==> src/rtl/fifo_word_serializer.sv <==
// fifo_word_serializer: drains words from fifo_flops and sends each one over a
// narrow valid/ready link as width/out_width chunks. When one word finishes and
// the FIFO is not empty, the next word starts on the next cycle with no gap.
// Optional feature macro: SER_PARITY_EN adds ser_par, the XOR of the word,
// shown on the last chunk.
module fifo_word_serializer #(
  parameter int width     = 16,
  parameter int out_width = 4,
  parameter bit msb_first = 1'b1
) (
  input  logic                 clk,
  input  logic                 rst,
  input  logic [width-1:0]     fifo_dout,
  input  logic                 fifo_pndng,
  output logic                 fifo_pop,
  output logic [out_width-1:0] ser_data,
  output logic                 ser_valid,
  input  logic                 ser_ready,
  output logic                 ser_last,
`ifdef SER_PARITY_EN
  output logic                 ser_par,
`endif
  output logic                 busy,
  output logic [15:0]          words_done
);

  localparam int N  = width / out_width;
  localparam int IW = (N > 1) ? $clog2(N) : 1;
  localparam logic [IW-1:0] LAST_IDX = IW'(N - 1);

  typedef enum logic {IDLE, SEND} state_t;

  state_t               state_q, state_d;
  logic [width-1:0]     word_q, word_d;
  logic [IW-1:0]        idx_q, idx_d;
  logic [15:0]          done_q, done_d;
  logic [out_width-1:0] data_q;
  logic                 last_q;
  logic                 pop_c;
  logic                 fire;
`ifdef SER_PARITY_EN
  logic                 par_q;
`endif

  // Select chunk i of a word. The chunk order depends on msb_first.
  function automatic logic [out_width-1:0] chunk_of(input logic [width-1:0] w,
                                                    input logic [IW-1:0]    i);
    int lo;
    if (msb_first) lo = width - out_width * (int'(i) + 1);
    else           lo = out_width * int'(i);
    return w[lo +: out_width];
  endfunction

  assign fire = (state_q == SEND) && ser_ready;

  // Next-state logic. A new word is loaded either from IDLE or when the last
  // chunk of the current word is accepted, so the held word is never overwritten early.
  always_comb begin
    state_d = state_q;
    word_d  = word_q;
    idx_d   = idx_q;
    done_d  = done_q;
    pop_c   = 1'b0;
    case (state_q)
      IDLE: begin
        pop_c = fifo_pndng;
        if (fifo_pndng) begin
          word_d  = fifo_dout;
          idx_d   = '0;
          state_d = SEND;
        end
      end
      SEND: begin
        if (fire) begin
          if (idx_q == LAST_IDX) begin
            done_d = done_q + 16'd1;
            if (fifo_pndng) begin
              pop_c  = 1'b1;
              word_d = fifo_dout;
              idx_d  = '0;
            end else begin
              state_d = IDLE;
            end
          end else begin
            idx_d = idx_q + IW'(1);
          end
        end
      end
      default: state_d = IDLE;
    endcase
  end

  // The state registers, plus registered copies of the chunk, last and parity
  // outputs taken from the next-state values.
  always_ff @(posedge clk) begin
    if (rst) begin
      state_q <= IDLE;
      word_q  <= '0;
      idx_q   <= '0;
      done_q  <= '0;
      data_q  <= '0;
      last_q  <= 1'b0;
`ifdef SER_PARITY_EN
      par_q   <= 1'b0;
`endif
    end else begin
      state_q <= state_d;
      word_q  <= word_d;
      idx_q   <= idx_d;
      done_q  <= done_d;
      data_q  <= (state_d == SEND) ? chunk_of(word_d, idx_d) : '0;
      last_q  <= (state_d == SEND) && (idx_d == LAST_IDX);
`ifdef SER_PARITY_EN
      par_q   <= (state_d == SEND) && (idx_d == LAST_IDX) && (^word_d);
`endif
    end
  end

  // Reset has priority, so no word can be popped while the stage is being cleared.
  assign fifo_pop   = pop_c & ~rst;
  assign ser_valid  = (state_q == SEND);
  assign busy       = (state_q == SEND);
  assign ser_data   = data_q;
  assign ser_last   = last_q;
  assign words_done = done_q;
`ifdef SER_PARITY_EN
  assign ser_par    = par_q;
`endif

endmodule

==> config.mk <==
export PLATFORM = sky130hd
export DESIGN_NAME = fifo_word_serializer
export DESIGN_NICKNAME = d
export VERILOG_FILES = /design/src/rtl/fifo_word_serializer.sv
export SDC_FILE = /design/constraint.sdc
export NUM_CORES = 1
export LEC_CHECK = 0
export CAP_MARGIN = 20
export CORE_MARGIN = 4
export CORE_UTILIZATION = 40
export CTS_CLUSTER_DIAMETER = 200
export DETAILED_ROUTE_END_ITERATION = 7
export MAX_ROUTING_LAYER = met4
export PLACE_DENSITY_LB_ADDON = 0.12
export REMOVE_ABC_BUFFERS = 1
export SLEW_MARGIN = 40
export SYNTH_ARGS = -nofsm -noshare
export SYNTH_HDL_FRONTEND = slang
export SYNTH_SLANG_ARGS = --single-unit
==> constraint.sdc <==
create_clock -name clk -period 2.1 [get_ports clk]
set_clock_uncertainty 0.1 [all_clocks]
set_input_delay 0.42 -clock clk [delete_from_list [all_inputs] [get_ports clk]]
set_output_delay 0.42 -clock clk [all_outputs]
set_load 0.1 [all_outputs]
# Word-level counts from Yosys, hierarchy flattened
# Cells that the tools add are included.
# word_totals
reg_bits	40
input_bits	20
out_inout_bits	24
wordCells	37
# classes
addsub	4
n_eq_ne	2
shifts	1
n_mux	16
bitwise_logic	4
reduce_logical	4
# op_table
op	n
16-bit 2-to-1 mux	3
32-bit 2-to-1 mux	1
16-bit case mux with 2 select lines	1
16-bit by 32-bit indexed part select with 4-bit output	1
16-bit by 1-bit adder with 16-bit output, second input constant	1
2-bit 2-to-1 mux	3
5-bit by 5-bit subtractor with 6-bit output, first input constant	1
1-bit 2-to-1 mux	5
2-bit equality test, second input constant	2
1-bit case mux with 2 select lines	2
2-bit case mux with 2 select lines	1
2-bit by 1-bit adder with 3-bit output, second input constant	1
1-bit NOT	3
3-bit AND reduction	1
2-bit by 1-bit adder with 2-bit output, second input constant	1
1-bit logical AND	2
2-bit OR reduction	1
1-bit AND	1

# Logic depth before layout (Yosys ltp)
# depth
word_depth	8
mapped_depth	8
ltp_nobuf	6

# Least setup slack after synthesis
# OpenSTA, ideal clock, no wires.
# synth_path
path_kind	reg2out
from	reg state_q, in the netlist busy
to	out fifo_pop
arrival_time_ps	2616
t_required_ps	1580
path_slack_ps	-1036
path_stages_with_launch	6
n_path_buf	2
cell_sequence	dfxtp_1 -> buf_6 -> nand2_1 -> nand2_1 -> clkbuf_1 -> nor2_1
# synth_between
elab_chain_cells	4
word_cells_on_any_way	5
classes_between	2 x mux; 2 x bitwise; 1 x reduce/logical
# synth_rtl
item	line_no	text
from (decl)	33	state_t state_q, state_d;
from (signal assigned)	107	state_q <= state_d;
1-bit logical AND	54	assign fire = (state_q == SEND) && ser_ready;
1-bit 2-to-1 mux	74	if (fire) begin
1-bit case mux with 2 select lines *	64	case (state_q)
1-bit AND *	120	assign fifo_pop = pop_c & ~rst;
to (decl)	15	output logic fifo_pop,
# Every way passes the cells marked *; elsewhere a longest branch is shown, timed or not.

# Worst setup path after layout
# layout_path
from	in fifo_pndng
to	out fifo_pop
# layout_between
elab_chain_cells	5
# layout_rtl
item	line_no	text
from (decl)	14	input logic fifo_pndng,
1-bit 2-to-1 mux	77	if (fifo_pndng) begin
1-bit 2-to-1 mux	75	if (idx_q == LAST_IDX) begin
1-bit 2-to-1 mux	74	
1-bit case mux with 2 select lines *	64	
1-bit AND *	120	
# Marks and branches as above.

==> impl_metrics.json <==
{
  "crit_end": "fifo_pop",
  "cp_max_fo": 5,
  "start_util_pct": 42.60,
  "wl_met3_um": 182,
  "critPathKind": "in2out",
  "drc_errors": 0,
  "relSlewSlack_pct": 77.22,
  "cts_root_buf": "clkbuf_8",
  "clkTransAtPathRegs_ns": 0.07,
  "antenna_found_initial": 0,
  "fin_crit_sh_pct": 95.03,
  "finalCriticalPeriod_ns": 1.996,
  "grt_usage_pct": 15.66,
  "gr-total-overflow": 0,
  "worstPathRequired_ns": 1.58,
  "detailedPlace.worstSlack_ns": -0.1688,
  "routed_wl_mm": 3.856,
  "holdWs_ns": 0.3526,
  "die_w_um": 74.44,
  "hold_buffers": 0,
  "cts_max_level": 2,
  "p_int_w": 0.001161,
  "switching_share_pct": 27.66,
  "fin_area_um2": 2482,
  "die-area_um2": 5541,
  "start_kind": "primary input",
  "cts_buffers": 5,
  "place_area_um2": 2369,
  "chipHeight_um": 74.44,
  "slew_viol_final": 0,
  "pwr-share-seq_pct": 49.6,
  "worstPathCellList": "clkdlybuf4s50_1, nand2_1, nor2_2, buf_12",
  "antenna_left": 0,
  "dr.max_layer_used": "met4",
  "cp_slowest_cell": "clkdlybuf4s50_1",
  "setup_viol": 0,
  "io_pins": 44,
  "avgSynthCellArea_um2": 8.612,
  "grt_pass1_vias": 1400,
  "path_depth": 4,
  "crit_family": "buffers and inverters",
  "synth_ff_type": "dfxtp_1",
  "syn_inst": 205,
  "timing.rr.start": "idx_q[0]",
  "hp-class": "reg2reg",
  "avgRoutedWirePerCell_um": 12.32,
  "area_delta_synth_final_pct": 40.61,
  "reg2reg_slack_ns": 0.29,
  "drt_pass1_iterations": 4,
  "numClockSinks": 40,
  "worst-path-buf-inv": 2,
  "crit_arrival_ns": 1.48,
  "fin_ws_ns": 0.1043,
  "drv_cap": 0,
  "place.gp.congestion": 0.7804,
  "status": "finished, final reports clean",
  "vias": 1537,
  "grt_first_pass_wirelength_mm": 6.486,
  "rr_endpoint": "words_done[15]",
  "crit_path_start": "fifo_pndng",
  "hold_viol_final": 0,
  "rows": 23,
  "place.detailed.hpwl_mm": 2.937,
  "power.share.clock_pct": 33.3,
  "synthArstFlopShare_pct": 0,
  "grt_max_degree": 24,
  "post_drt_via_cell_ratio": 4.911,
  "yosysSeqAreaShare_pct": 45.36,
  "cts_tree": "yes",
  "synth-edff-count": 0,
  "port-buffer-count": 43,
  "mappedNetlistArea_um2": 1765,
  "cp-end-kind": "output pin",
  "tightest_slew_ns": 0.3386,
  "antennaDiodeCount": 0,
  "drt_iter0_markers": 94,
  "power.total_w": 0.001605,
  "peakVddDrop_uv": 398.4,
  "critPathMaxStageDelay_ns": 0.57,
  "final_common_cell": "nand2_1",
  "clockBufferDepth": 2,
  "met2_length_mm": 1.863,
  "met1_length_mm": 1.757,
  "r2r_cells": 7,
  "power.switching_w": 0.0004440,
  "drive_gt1_share_pct": 23.95,
  "leakagePower_nw": 1.036,
  "core_area_um2": 4144,
  "fin_nets": 284,
  "yosys_warnings": 0,
  "rsz0062_at_grt": "false",
  "layout_common_cells": "42 x nand2_1, 38 x dfxtp_1, 34 x buf_4",
  "clock_latency_ns": 0.29,
  "max_freq_mhz": 501.1,
  "powerDensity_nw_per_um2": 646.6,
  "synth.distinct_cells": 38,
  "ys_seq_elements": 40,
  "combPwrFrac_pct": 17.1,
  "setup_tns_ns": 0
}
timing repair:
action | in CTS | in global routing
endpoints found under the setup margin | 1 | 2
setup buffers | 0 | 0
gates cloned | 0 | 0
pin swaps | 1 | 1
endpoints found under the hold margin | 0 | 0
gates resized for setup | 4 | 4
through the flow:
stage / util (%) / cells
2_1_floorplan: - / 194
3_3_place_gp: 57.16 / 305
3_5_place_dp: 57.16 / 305
4_1_cts: 59.72 / 313
5_1_grt: 59.90 / 313
6_report: 59.90 / 313
flip-flops by register name, indices dropped and copies added (netlist names):
| signal | count |
|---|---|
| busy | 1 |
| idx_q | 2 |
| ser_data | 4 |
| ser_last | 1 |
| word_q | 16 |
| words_done | 16 |
area by class of cell:
type / instances / area, um^2
fill: 372 / 1662
sequential: 40 / 808.3
inverter: 4 / 15.01
clock inverter: 2 / 10.01
tap: 50 / 62.56
timing repair buffer: 61 / 604.3
multi-input combinational: 150 / 899.6
clock buffer: 6 / 82.58
cell usage after synthesis, drive strengths merged, types with 2 or more instances:
library cell   n  area (um^2)
mux2i          7        70.07
nor2          20        75.07
and2           2        15.02
nor4           4        25.02
o31a           2        26.28
nand2         42        157.7
and3           5        35.03
a221oi         3        26.28
a21oi         19        95.09
buf            6        46.28
o31ai          3        22.52
dfxtp         40        800.8
nand3          8        45.04
xnor2          4        35.03
a21boi         3        22.52
ha             2        25.02
clkbuf         5        18.77
inv            4        15.01
nand4          5        31.28
xor2          10        87.58
cells by family after synthesis:
| family | count (synthesis) | synth area share (%) |
|---|---|---|
| buffers and inverters | 15 | 4.535 |
| adder cells (fa/ha/maj) | 2 | 1.417 |
| AND/OR/NAND/NOR | 91 | 24.17 |
| flip-flops | 40 | 45.36 |
| multiplexers | 7 | 3.969 |
| AO/OA/AOI/OAI | 36 | 13.61 |
| XOR/XNOR | 14 | 6.945 |
how the worst min path moves through the flow:
| stage | to | cells past startpoint | start |
|---|---|---|---|
| finish | word_q[6] | 2 | word_q[6] |
| global route | word_q[9] | 2 | word_q[9] |
| CTS | word_q[6] | 2 | word_q[6] |
| detailed placement | word_q[6] | 2 | word_q[6] |
| global placement | word_q[0] | 2 | word_q[0] |
| floorplan | word_q[3] | 2 | word_q[3] |
worst register-to-register path, cell delays in order (launching register included):
cell,delay (ns)
dfxtp_4,0.37
ha_4,0.17
nand4_1,0.18
nor4_1,0.38
buf_4,0.18
nand4_1,0.11
xor2_1,0.14
nor2_1,0.05
per-layer routing:
| layer | vias up | global-route usage [%] |
|---|---|---|
| li1 | 813 | - |
| met1 | 688 | 18.75 |
| met2 | 30 | 24.88 |
| met3 | 6 | 4.054 |
| met4 | 0 | 6.522 |
| met5 | - | - |
power groups by stage:
stage,logic (W),clock network (W),registers (W)
after floorplan,0.0000868,0,0.000875
after global placement,0.000274,0,0.000816
after detailed placement,0.000277,0,0.000816
after CTS,0.000277,0.000550,0.000798
after global routing,0.000295,0.000586,0.000800
final,0.000275,0.000534,0.000796
Power figures use the tool's default switching activity.
==> RTL change (config.mk and constraints unchanged) <==
Set the parameter `msb_first` to 1'b0 (it was 1'b1).
--- a/src/rtl/fifo_word_serializer.sv
+++ b/src/rtl/fifo_word_serializer.sv
@@ -8,3 +8,3 @@
   parameter int out_width = 4,
-  parameter bit msb_first = 1'b1
+  parameter bit msb_first = 1'b0
 ) (
Behaviour: not the same (Yosys sat finds a counterexample within 4 cycles, from zero or initial values and one cycle with rst high).
==> RTL change against the unedited design <==
Wire length rose by 13%; die area grew 6.6%; area after synthesis increased by 7.4%; worst hold slack better by 0.0050 ns; count of clock-buffer cells in the layout unchanged; sequential cell count unchanged; sequential share of layout area shrank 3.3 points; critical path depth grew 1; critical endpoint unchanged; clock power grew 16%; final area is 10% higher; total power is 7.7% higher; worst setup slack about the same; sequential power about the same.
==> RTL change: results (changes against the unedited design) <==
[timing]
period_minus_slack_ns = 1.995  ; was 1.996 ns
timing.hold.ws_ns = 0.3576  ; was 0.3526 ns

[hold_path]
min_from = word_q[4]$_SDFF_PP0_  ; was word_q[6]$_SDFF_PP0_
worst_hold_path.endpoint = word_q[4]$_SDFF_PP0_  ; was word_q[6]$_SDFF_PP0_

[placed_design]
placement.setup.worst_slack_ns = -0.2579  ; was -0.1688 ns
place_hpwl_mm = 3.210  ; was 2.937 mm
routability_driven_placement_congestion_ratio = 0.8170  ; was 0.7804
cells_after_dpl = 331  ; was 305
dpl-instance-area_sq_um = 2608  ; was 2369 sq um

[routing]
met2WireLength_mm = 2.155  ; was 1.863 mm
detailroute.wirelength.met3_microns = 183  ; was 182 microns
initialDrtViolationCount = 62  ; was 94
routedLengthMet1_mm = 1.931  ; was 1.757 mm
wl_per_cell_microns = 12.76  ; was 12.32 microns

[synth]
synth.area.top_cells = dfxtp_1 (42%), a21oi_1 (8.4%), nand2_1 (7.1%), mux2_2 (4.8%), o32ai_2 (3.4%)  ; was dfxtp_1 (45%), nand2_1 (8.9%), a21oi_1 (5.4%), xor2_1 (5.0%), nor2_1 (4.3%)
post_synth_fa_ha_maj_area_fraction_pct = 1.980  ; was 1.417%
muxShareOfSynthArea_pct = 5.281  ; was 3.969%
yosys.area_share.xor_xnor_pct = 3.234  ; was 6.945%
synth-compound-area-share_pct = 19.08  ; was 13.61%

[global_routing]
global_router_s_overall_resource_usage_pct = 15.44  ; was 15.66%
use_met1_pct = 18.29  ; was 18.75%

[clocking]
cts-resized-gates = 3  ; was 4
post-cts-setup-buffer-count = 1  ; was 0

[worst_setup_path]
largest_incremental_delay_on_the_critical_path_ns = 0.50  ; was 0.57 ns
worstPathMaxFanout = 3  ; was 5
reg_to_reg_critical_path_startpoint = idx_q[1]$_SDFF_PP0_  ; was idx_q[0]$_SDFF_PP0_
r2r_cells = 6  ; was 7

[power]
power.leakage_nw = 1.092  ; was 1.036 nW
peakVddDrop_mv = 0.4911  ; was 0.3984 mV

[run_status]
status = completed  ; unchanged

RTL change: cell types whose count changed after synthesis, moves of 5 or more:
| cell | change |
|---|---|
| a21oi_1 | +13 |
| inv_1 | +5 |
| mux2_2 | +8 |
| mux2i_1 | -6 |
| nand2_1 | -6 |
RTL change: power by group:
| part | total, W | switching, W | leakage, nW | internal (W) |
|---|---|---|---|---|
| logic | 0.000311 | 0.000166 | 0.711 | 0.000145 |
| registers | 0.000797 | 0.0000144 | 0.326 | 0.000783 |
| clock network | 0.000621 | 0.000268 | 0.0552 | 0.000353 |
RTL change: cell type report:
cell class                      count  area (sq um)
Tap cell                           52         65.06
Fill cell                         391          1735
Sequential cell                    40         800.8
Multi-Input combinational cell    158          1008
Inverter                            9         33.78
Clock inverter                      2         35.03
Clock buffer                        6         72.57
Timing Repair Buffer               73         723.2
